## config.mk

```make
export PLATFORM = sky130hd
export DESIGN_NAME = exu_disp
export DESIGN_NICKNAME = d
export VERILOG_FILES = /design/src/rtl/exu_disp_pkg.sv /design/src/rtl/exu_rr_arb.sv /design/src/rtl/exu_disp.sv
export SDC_FILE = /design/constraint.sdc
export NUM_CORES = 1
export LEC_CHECK = 0
export CAP_MARGIN = 20
export CORE_MARGIN = 2
export CORE_UTILIZATION = 40
export CTS_BUF_LIST = sky130_fd_sc_hd__clkbuf_4
export CTS_CLUSTER_SIZE = 16
export DETAILED_ROUTE_END_ITERATION = 6
export PLACE_DENSITY = 0.88
export SYNTH_ARGS = -nofsm -noshare
export SYNTH_HDL_FRONTEND = slang
export SYNTH_SLANG_ARGS = --single-unit
```

## constraint.sdc

```tcl
create_clock -name clk -period 7.91 [get_ports clk]
set_input_delay 1.582 -clock clk [delete_from_list [all_inputs] [get_ports clk]]
set_output_delay 1.582 -clock clk [all_outputs]
set_load 0.01 [all_outputs]
```

## src/rtl/exu_disp_pkg.sv

```systemverilog
// Shared types and constants for the execute dispatch/collect stage.
package exu_disp_pkg;
  localparam int CAL_OPB_SIZE = 8;
  localparam int FU_ALU = 0;
  localparam int FU_BJU = 1;
  localparam int FU_AGU = 2;

  typedef enum logic {S_IDLE = 1'b0, S_EXEC = 1'b1} disp_st_e;
endpackage

```

## src/rtl/exu_rr_arb.sv

```systemverilog
// Round-robin arbiter with grant lock: a grant is frozen until its handshake.
module exu_rr_arb #(
  parameter int N = 3
) (
  input  logic         clk,
  input  logic         rst,
  input  logic [N-1:0] i_req,
  input  logic         i_done,
  output logic [N-1:0] o_gnt,
  output logic         o_val
);
  localparam int IW = (N > 1) ? $clog2(N) : 1;

  logic [IW-1:0] r_ptr, r_idx;
  logic [N-1:0]  r_gnt;
  logic          r_lock;
  logic [N-1:0]  w_pick;
  logic [IW-1:0] w_pick_idx, w_gidx;
  logic          w_found;

  // First requester at/after the pointer, wrapping to 0.
  always_comb begin
    int j;
    w_pick     = '0;
    w_pick_idx = '0;
    w_found    = 1'b0;
    j          = 0;
    for (int i = 0; i < N; i++) begin
      j = int'(r_ptr) + i;
      if (j >= N) j = j - N;
      if (!w_found && i_req[j]) begin
        w_found    = 1'b1;
        w_pick[j]  = 1'b1;
        w_pick_idx = IW'(j);
      end
    end
  end

  assign o_gnt  = r_lock ? r_gnt : w_pick;
  assign w_gidx = r_lock ? r_idx : w_pick_idx;
  assign o_val  = |o_gnt;

  always_ff @(posedge clk or posedge rst) begin
    if (rst) begin
      r_ptr  <= '0;
      r_idx  <= '0;
      r_gnt  <= '0;
      r_lock <= 1'b0;
    end else if (o_val && i_done) begin
      r_ptr  <= (w_gidx == IW'(N-1)) ? '0 : w_gidx + 1'b1;
      r_lock <= 1'b0;
    end else if (o_val) begin
      r_lock <= 1'b1;
      r_gnt  <= o_gnt;
      r_idx  <= w_gidx;
    end
  end
endmodule

```

## src/rtl/exu_disp.sv

```systemverilog
// Execute dispatch/collect: issues to one of NFU units, arbitrates the shared
// calculator, and registers the selected result into a valid/ready writeback stage.
module exu_disp
  import exu_disp_pkg::*;
#(
  parameter int XLEN = 32,
  parameter int NFU  = 3,
  parameter int CALW = CAL_OPB_SIZE
) (
  input  logic                clk,
  input  logic                rst,
  input  logic                i_val,
  output logic                hs_ex4rd_rdy,
  input  logic [NFU-1:0]      i_usele,
  input  logic                i_deilg,
  output logic [NFU-1:0]      o_fu_val,
  input  logic [NFU-1:0]      i_fu_rdy,
  input  logic [NFU*XLEN-1:0] i_fu_res,
  input  logic [NFU-1:0]      i_fu_misal,
  input  logic [NFU-1:0]      i_cal_req,
  input  logic [NFU*CALW-1:0] i_cal_opb,
  output logic [NFU-1:0]      o_cal_rdy,
  output logic                o_cal_val,
  output logic [CALW-1:0]     o_cal_opb,
  input  logic                i_cal_done,
  output logic                o_wb_val,
  input  logic                i_wb_rdy,
  output logic [XLEN-1:0]     o_wb_rd,
  output logic                o_wb_ilg,
  output logic [NFU-1:0]      o_wb_fu
);
  disp_st_e        r_st, w_nst;
  logic [NFU-1:0]  r_sel;
  logic            r_wb_val, r_wb_ilg;
  logic [XLEN-1:0] r_wb_rd;
  logic [NFU-1:0]  r_wb_fu;
  logic            w_out_free, w_onehot, w_done, w_ilg_done, w_misal;
  logic [XLEN-1:0] w_res;
  logic [NFU-1:0]  w_cal_gnt;

  assign w_out_free = ~r_wb_val | i_wb_rdy;
  assign w_onehot   = (i_usele != '0) && ((i_usele & (i_usele - NFU'(1))) == '0);

  always_comb begin
    w_nst      = r_st;
    o_fu_val   = '0;
    w_done     = 1'b0;
    w_ilg_done = 1'b0;
    case (r_st)
      S_IDLE: begin
        if (i_val) begin
          if (w_onehot) begin
            o_fu_val = i_usele;
            w_done   = (|(i_usele & i_fu_rdy)) & w_out_free;
            if (!w_done) w_nst = S_EXEC;
          end else begin
            // Bad select starts nothing; it retires as an illegal op.
            w_ilg_done = w_out_free;
          end
        end
      end
      S_EXEC: begin
        o_fu_val = r_sel;
        w_done   = (|(r_sel & i_fu_rdy)) & w_out_free;
        if (w_done) w_nst = S_IDLE;
      end
      default: w_nst = S_IDLE;
    endcase
  end

  assign hs_ex4rd_rdy = w_done | w_ilg_done;

  always_comb begin
    w_res   = '0;
    w_misal = 1'b0;
    for (int k = 0; k < NFU; k++) begin
      if (o_fu_val[k]) begin
        w_res   = w_res | i_fu_res[k*XLEN +: XLEN];
        w_misal = w_misal | i_fu_misal[k];
      end
    end
  end

  always_ff @(posedge clk or posedge rst) begin
    if (rst) begin
      r_st     <= S_IDLE;
      r_sel    <= '0;
      r_wb_val <= 1'b0;
      r_wb_rd  <= '0;
      r_wb_ilg <= 1'b0;
      r_wb_fu  <= '0;
    end else begin
      r_st <= w_nst;
      if (r_st == S_IDLE && w_nst == S_EXEC) r_sel <= i_usele;
      if (hs_ex4rd_rdy) begin
        r_wb_val <= 1'b1;
        r_wb_rd  <= w_ilg_done ? '0 : w_res;
        r_wb_ilg <= w_ilg_done | w_misal | i_deilg;
        r_wb_fu  <= w_ilg_done ? '0 : o_fu_val;
      end else if (i_wb_rdy) begin
        r_wb_val <= 1'b0;
      end
    end
  end

  assign o_wb_val = r_wb_val;
  assign o_wb_rd  = r_wb_rd;
  assign o_wb_ilg = r_wb_ilg;
  assign o_wb_fu  = r_wb_fu;

  exu_rr_arb #(.N(NFU)) u_arb (
    .clk   (clk),
    .rst   (rst),
    .i_req (i_cal_req),
    .i_done(i_cal_done),
    .o_gnt (w_cal_gnt),
    .o_val (o_cal_val)
  );

  assign o_cal_rdy = w_cal_gnt & {NFU{i_cal_done}};

  always_comb begin
    o_cal_opb = '0;
    for (int k = 0; k < NFU; k++)
      if (w_cal_gnt[k]) o_cal_opb = o_cal_opb | i_cal_opb[k*CALW +: CALW];
  end
endmodule

```

==> results of run 1 <==
metrics by stage:
stage                     hold slack (ns)  setup WS (ns)  area [um^2]  power (mW)
after floorplan                     0.458           3.48         2910        1.03
after global placement              0.471           2.32         4860        1.47
after detailed placement            0.473           2.24         4860        1.50
after CTS                           0.506           2.21         4950        1.65
after global routing                0.524           2.00         5000        1.78
final                               0.501           2.21         5000        1.66
state kept, by name, indices dropped and copies added (netlist names):
signal,flops
u_arb.r_gnt,3
u_arb.r_lock,1
r_sel,3
o_wb_val,1
u_arb.r_ptr,2
o_wb_fu,3
u_arb.r_idx,2
o_wb_ilg,1
r_st,1
o_wb_rd,32
per-layer routing:
layer,vias up,global-route usage
met4,0,0.0733
li1,1475,-
met1,1532,0.287
met3,14,0.0554
met5,-,0
met2,157,0.376
critical path: stages:
cell,delay (ns)
clkdlybuf4s50_1,0.54
mux2i_2,0.33
o21ai_1,0.14
a21oi_1,0.34
nor3_1,0.15
nor2_2,0.32
and2_1,0.18
clkdlybuf4s50_1,0.53
worst max path at each step:
| stage | endpoint | slack, ns | cells past startpoint |
|---|---|---|---|
| 3_5_place_dp | o_cal_opb[4] | 2.24 | 8 |
| 5_1_grt | o_cal_opb[4] | 2.00 | 8 |
| 6_report | o_cal_rdy[0] | 2.21 | 8 |
| 2_1_floorplan | o_cal_opb[0] | 3.48 | 6 |
| 4_1_cts | o_cal_opb[4] | 2.21 | 8 |
| 3_3_place_gp | o_cal_rdy[0] | 2.32 | 8 |
cells by family after synthesis:
kind of cell,Yosys count
DFF,49
xor gates and xnor gates,1
muxes,9
AOI/OAI and AO/OA,126
adders and majority gates,4
and+or+nand+nor,48
buffers and inverters,35
placed cells by master, fill, tap and decap left out, types with 6 or more instances in the layout:
| cell type | netlist | layout |
|---|---|---|
| a32o_1 | 6 | 6 |
| clkbuf_4 | 0 | 6 |
| clkdlybuf4s50_1 | 0 | 190 |
| a22o_1 | 8 | 8 |
| a222oi_1 | 32 | 32 |
| dfrtp_1 | 49 | 49 |
| a21o_1 | 9 | 9 |
| o21ai_0 | 10 | 10 |
| o2bb2ai_1 | 33 | 33 |
| nand2_1 | 18 | 18 |
| inv_1 | 11 | 10 |
synthesized netlist by cell type, drive strengths merged (2+ instances only):
cell	number	area share
a21oi	4	0.0069
dfrtp	49	0.42
inv	11	0.014
nor2	5	0.0073
nor3	2	0.0034
o31ai	4	0.010
and2	3	0.0065
o211ai	4	0.010
clkbuf	21	0.027
o2bb2ai	33	0.099
ha	4	0.017
buf	3	0.0073
a22o	8	0.024
nor4bb	2	0.0090
o22a	2	0.0060
a32o	6	0.021
nor2b	4	0.0086
a21o	9	0.023
nand3b	2	0.0052
mux2i	3	0.012
nand2	18	0.023
o21ai	12	0.021
a22oi	3	0.0078
a222oi	32	0.11
o2111ai	2	0.0082
nand2b	4	0.0086
mux2	6	0.023
final cells by class:
class                   count  area [um^2]
repair buffers            196         1980
fillers                   556         2140
clock inverters             2         38.8
multi-input cells         188         1540
well taps                  99          124
clock buffers               6         45.0
flip-flops and latches     49         1230
inverters                  11         41.3
power by group through the flow:
stage               Sequential, mW  Clock [mW]  Combinational (mW)
floorplan                    0.454           0               0.579
global placement             0.423           0                1.04
detailed placement           0.428           0                1.07
CTS                          0.423       0.155                1.07
global route                 0.437       0.167                1.17
finish                       0.424       0.149                1.09
==> flow_metrics.py, run 1 <==
metrics = {
    "final_layout": {
        "drive_gt1_frac": 0.0642,
        "fin_util": 0.700,
        "antenna_cells": 0,
        "nNetsFinal": 593,
        "areaGrowthSynthToFinish_pct": 72.0,
        "stdcell_count": 551,
    },
    "clock_tree": {
        "worstSkewPairLatency_ns": 0.36,
        "tritoncts": "yes",
        "cts.clk_slew.worst_paths_ns": 0.12,
        "cts_setup_buffers": 0,
        "cts_resized": 0,
        "cts_buffers": 5,
        "clockRootBuffer": "clkbuf_4",
        "cts-hold-fix-buffers": 0,
        "cts_sinks": 49,
        "cts_buffer_depth": 2,
        "htree_levels": 2,
    },
    "synth": {
        "synth-adder-area-share": 0.0172,
        "ys_types": 50,
        "synth-simple-area-share": 0.0991,
        "synth_top_family_by_area": "compound AO/OA/AOI/OAI gates",
        "synth_fp_nets": 414,
        "synthMuxAreaShare": 0.0349,
        "synth-xor-area-share": 0.00301,
        "synth_edf_count": 0,
        "ys.flop_type": "dfrtp_1",
        "synth_seq_cells": 49,
        "yosysSeqAreaShare": 0.422,
        "netlist_instances": 272,
        "synth_area_um2": 2910,
        "synth-compound-area-share": 0.375,
        "async_flop_share": 1.00,
        "yosys_warnings": 0,
        "syn_area_per_cell_um2": 10.7,
    },
    "setup_path": {
        "ff2ff_path_depth": 8,
        "crit_path_start": "i_cal_req[1]",
        "rrSetupSlack_ns": 5.19,
        "worstSetupPathType": "input port to output port",
        "worst_r2r_startpoint": "u_arb.r_ptr[1]$_DFFE_PP0P_",
        "cp.required_ns": 6.33,
        "worstReg2RegEnd": "u_arb.r_ptr[0]$_DFFE_PP0P_",
        "worst_ep_arrival_time_ns": 4.12,
        "path_max_fanout": 10,
        "critPathLaunchType": "input port",
        "crit_path_end_kind": "output port",
    },
    "place": {
        "gp_congestion": 0.962,
        "dp_hpwl_um": 7240,
        "port_buffers": 190,
        "placed_cells": 541,
    },
    "sta": {
        "setup_violations": 0,
        "maxSlewViolCount": 0,
        "fmax_mhz": 175,
        "slew_headroom": 0.641,
        "fin_crit_sh": 0.721,
        "hold_violations": 0,
        "fin_skew_ns": 0.0157,
        "final.setup.tns_ns": 0,
        "rsz0062_at_grt": "no",
        "period_needed_ns": 5.70,
        "worst_slew_pin_slew_ns": 0.537,
    },
    "pwr": {
        "p_sw_uw": 671,
        "leakage_nw": 1.99,
        "power_frac_comb": 0.655,
        "vdd_drop_max_mv": 0.221,
        "intPower_uw": 990,
        "power_frac_clock": 0.090,
        "sw_frac_of_total": 0.404,
        "power_frac_seq": 0.255,
        "powerDensity_nw_per_um2": 332,
    },
    "floorplan": {
        "fp.dieW_um": 89.2,
        "num_rows": 31,
        "die_h_um": 89.2,
        "die_area_um2": 7960,
        "core_area_um2": 7140,
        "initial_utilization": 0.407,
        "io_pins": 191,
    },
    "grt": {
        "grt_use_total": 0.225,
        "grt_pass1_vias": 3035,
        "antenna_found_initial": 0,
        "overflow": 0,
        "grt_pass1_wl_um": 14100,
        "grt_max_degree": 50,
    },
    "routing": {
        "drc": 11,
        "wl_per_cell_um": 17.9,
        "drt-initial-drc-count": 261,
        "vias": 3178,
        "dr.pass1.iters": 7,
        "highest_layer": "met4",
        "routed_via_density": 5.77,
        "routed_wl_um": 9850,
        "wl_met1_um": 3890,
        "met3WireLength_um": 925,
        "met2_length_um": 4910,
        "ant_nets": 0,
    },
    "hold_path": {
        "hp-class": "flip-flop to flip-flop",
        "whs_path_depth": 1,
        "min_from": "o_wb_rd[31]$_DFFE_PP0P_",
        "min_to": "o_wb_rd[31]$_DFFE_PP0P_",
    },
    "status": {
        "status": "complete, but fails checks",
        "violations": "DRC",
    },
    "run": {
        "drv_cap": 0,
    },
}
Power figures use the tool's default switching activity.
==> inputs of run 2 (changes only) <==
- CORE_UTILIZATION: 40 -> 37
- PLACE_DENSITY: 0.88 -> 0.82
- clock period: 7.91 -> 5.87 ns (I/O delays scaled with it)
==> run 2 against run 1 <==
Effect of this change:
- the flow now finishes without violations
- design area increased by 0.45%
- cell count increased by 0.54%
- sequential cell count unchanged
- critical path depth unchanged
- first-iteration DRC count decreased by 31%
- largest power group unchanged
==> flow_metrics.py, run 2 (same netlist as run 1, synthesis figures left out) <==
metrics = {
    "status": {
        "status": "completed",
    },
    "setup_path": {
        "crit_top_cell": "clkdlybuf4s50_1",
        "crit_path_end_kind": "output port",
        "critPathLaunchType": "input port",
        "worstSetupPathType": "input port to output port",
        "crit_path_start": "i_cal_req[1]",
        "path_cells": "clkdlybuf4s50_1 > mux2i_2 > o21ai_1 > a21oi_1 > nor3_1 > nor2_2 > a21o_1 > clkdlybuf4s50_1",
        "worstReg2RegEnd": "u_arb.r_ptr[1]$_DFFE_PP0P_",
        "cp_num_cells": 8,
        "slowest_stage": "clkdlybuf4s50_1",
        "worst_r2r_startpoint": "u_arb.r_ptr[1]$_DFFE_PP0P_",
        "worst_ep_arrival_time_ns": 3.79,
        "cp_top_family": "buffers and inverters",
        "path_max_fanout": 10,
        "crit_buf_inv": 2,
        "endpoint": "o_cal_opb[6]",
        "ff2ff_path_depth": 8,
        "cp.required_ns": 4.70,
        "cp_slowest_stage_delay_ns": 0.55,
        "rrSetupSlack_ns": 3.09,
    },
    "routing": {
        "routed_via_density": 5.72,
        "dr.pass1.iters": 5,
        "routed_wl_um": 9900,
        "ant_nets": 0,
        "drt-initial-drc-count": 179,
        "vias": 3171,
        "wl_per_cell_um": 17.9,
        "drc": 0,
    },
    "grt": {
        "grt_max_degree": 50,
        "grt_pass1_wl_um": 15200,
        "overflow": 0,
        "grt_pass1_vias": 3080,
        "grt_use_total": 0.219,
        "antenna_found_initial": 0,
    },
    "run": {
        "drv_cap": 0,
    },
    "sta": {
        "rsz0062_at_grt": "no",
        "hold_violations": 0,
        "worst_slew_pin_slew_ns": 0.480,
        "maxSlewViolCount": 0,
        "setup_violations": 0,
        "fin_crit_sh": 0.846,
        "fin_skew_ns": 0.0155,
        "period_needed_ns": 4.97,
        "final.setup.tns_ns": 0,
        "slew_headroom": 0.677,
        "fmax_mhz": 201,
    },
    "floorplan": {
        "io_pins": 191,
        "fp.dieW_um": 92.6,
        "die_h_um": 92.6,
        "core_area_um2": 7650,
        "initial_utilization": 0.380,
        "die_area_um2": 8580,
        "num_rows": 32,
    },
    "place": {
        "dp_hpwl_um": 7350,
        "gp_congestion": 0.887,
        "port_buffers": 190,
    },
    "clock_tree": {
        "cts_buffer_depth": 2,
        "cts_resized": 0,
        "worstSkewPairLatency_ns": 0.35,
        "tritoncts": "yes",
        "htree_levels": 2,
        "cts_setup_buffers": 0,
        "cts-hold-fix-buffers": 0,
        "cts_buffers": 5,
        "cts_sinks": 49,
        "clockRootBuffer": "clkbuf_4",
        "cts.clk_slew.worst_paths_ns": 0.13,
    },
    "final_layout": {
        "fin_util": 0.656,
        "areaGrowthSynthToFinish_pct": 72.7,
        "largest_reg_flops": 32,
        "drive_gt1_frac": 0.0642,
        "antenna_cells": 0,
        "nNetsFinal": 593,
        "mostFrequentLayoutCells": "190 x clkdlybuf4s50_1, 49 x dfrtp_1, 33 x o2bb2ai_1, 32 x a222oi_1, 18 x nand2_1",
        "mostFrequentLayoutCell": "clkdlybuf4s50_1",
    },
    "hold_path": {
        "hp-class": "flip-flop to flip-flop",
    },
    "pwr": {
        "powerDensity_nw_per_um2": 451,
        "vdd_drop_max_mv": 0.327,
        "leakage_nw": 2.00,
    },
}
run 2: how the worst min path moves through the flow:
stage / start / to / slack, ns / cells after the start
global route: o_wb_fu[1]$_DFFE_PP0P_ / o_wb_fu[1]$_DFFE_PP0P_ / 0.52 / 1
detailed placement: o_wb_rd[31]$_DFFE_PP0P_ / o_wb_rd[31]$_DFFE_PP0P_ / 0.47 / 1
CTS: o_wb_rd[12]$_DFFE_PP0P_ / o_wb_rd[12]$_DFFE_PP0P_ / 0.51 / 1
finish: o_wb_rd[22]$_DFFE_PP0P_ / o_wb_rd[22]$_DFFE_PP0P_ / 0.50 / 1
floorplan: u_arb.r_idx[1]$_DFFE_PP0P_ / u_arb.r_idx[1]$_DFFE_PP0P_ / 0.46 / 1
global placement: o_wb_rd[15]$_DFFE_PP0P_ / o_wb_rd[15]$_DFFE_PP0P_ / 0.47 / 1
run 2: where the power goes:
group | total (mW) | leakage [nW] | internal [mW] | switching [mW]
clock network | 0.235 | 0.0552 | 0.132 | 0.103
logic | 1.46 | 1.30 | 0.761 | 0.700
registers | 0.570 | 0.643 | 0.478 | 0.0913
run 2: final cells by class:
cell class              count  area, um^2
clock buffers               5        37.5
clock inverters             3        65.1
fillers                   616        2630
inverters                  11        41.3
multi-input cells         188        1540
flip-flops and latches     49        1230
well taps                 102         128
repair buffers            196        1980
run 2: worst register-to-register path: cells and delay by family, from the launching register on:
family	cells	cell delay, ns
AOI/OAI and AO/OA	4	0.82
adders and majority gates	1	0.41
buffers and inverters	1	0.11
DFF	1	0.43
muxes	1	0.41
and+or+nand+nor	1	0.54
run 2: layer usage:
layer	track usage	wire [um]	vias to the layer above	share of wire
met3	0.0545	912	4	0.092
li1	-	-	1475	-
met1	0.278	4010	1533	0.40
met4	0.0404	61	0	0.0062
met2	0.384	4920	159	0.50
met5	0	0	-	0
run 2: through the flow:
stage          hold WS, ns  power (mW)  area, um^2  setup slack (ns)  instances
2_1_floorplan        0.458        1.39        2910              2.26        272
3_3_place_gp         0.472        1.98        4870              1.08        544
3_5_place_dp         0.473        2.02        4870             0.965        544
4_1_cts              0.507        2.26        4970             0.953        552
5_1_grt              0.520        2.43        5020             0.688        554
6_report             0.504        2.27        5020             0.905        554
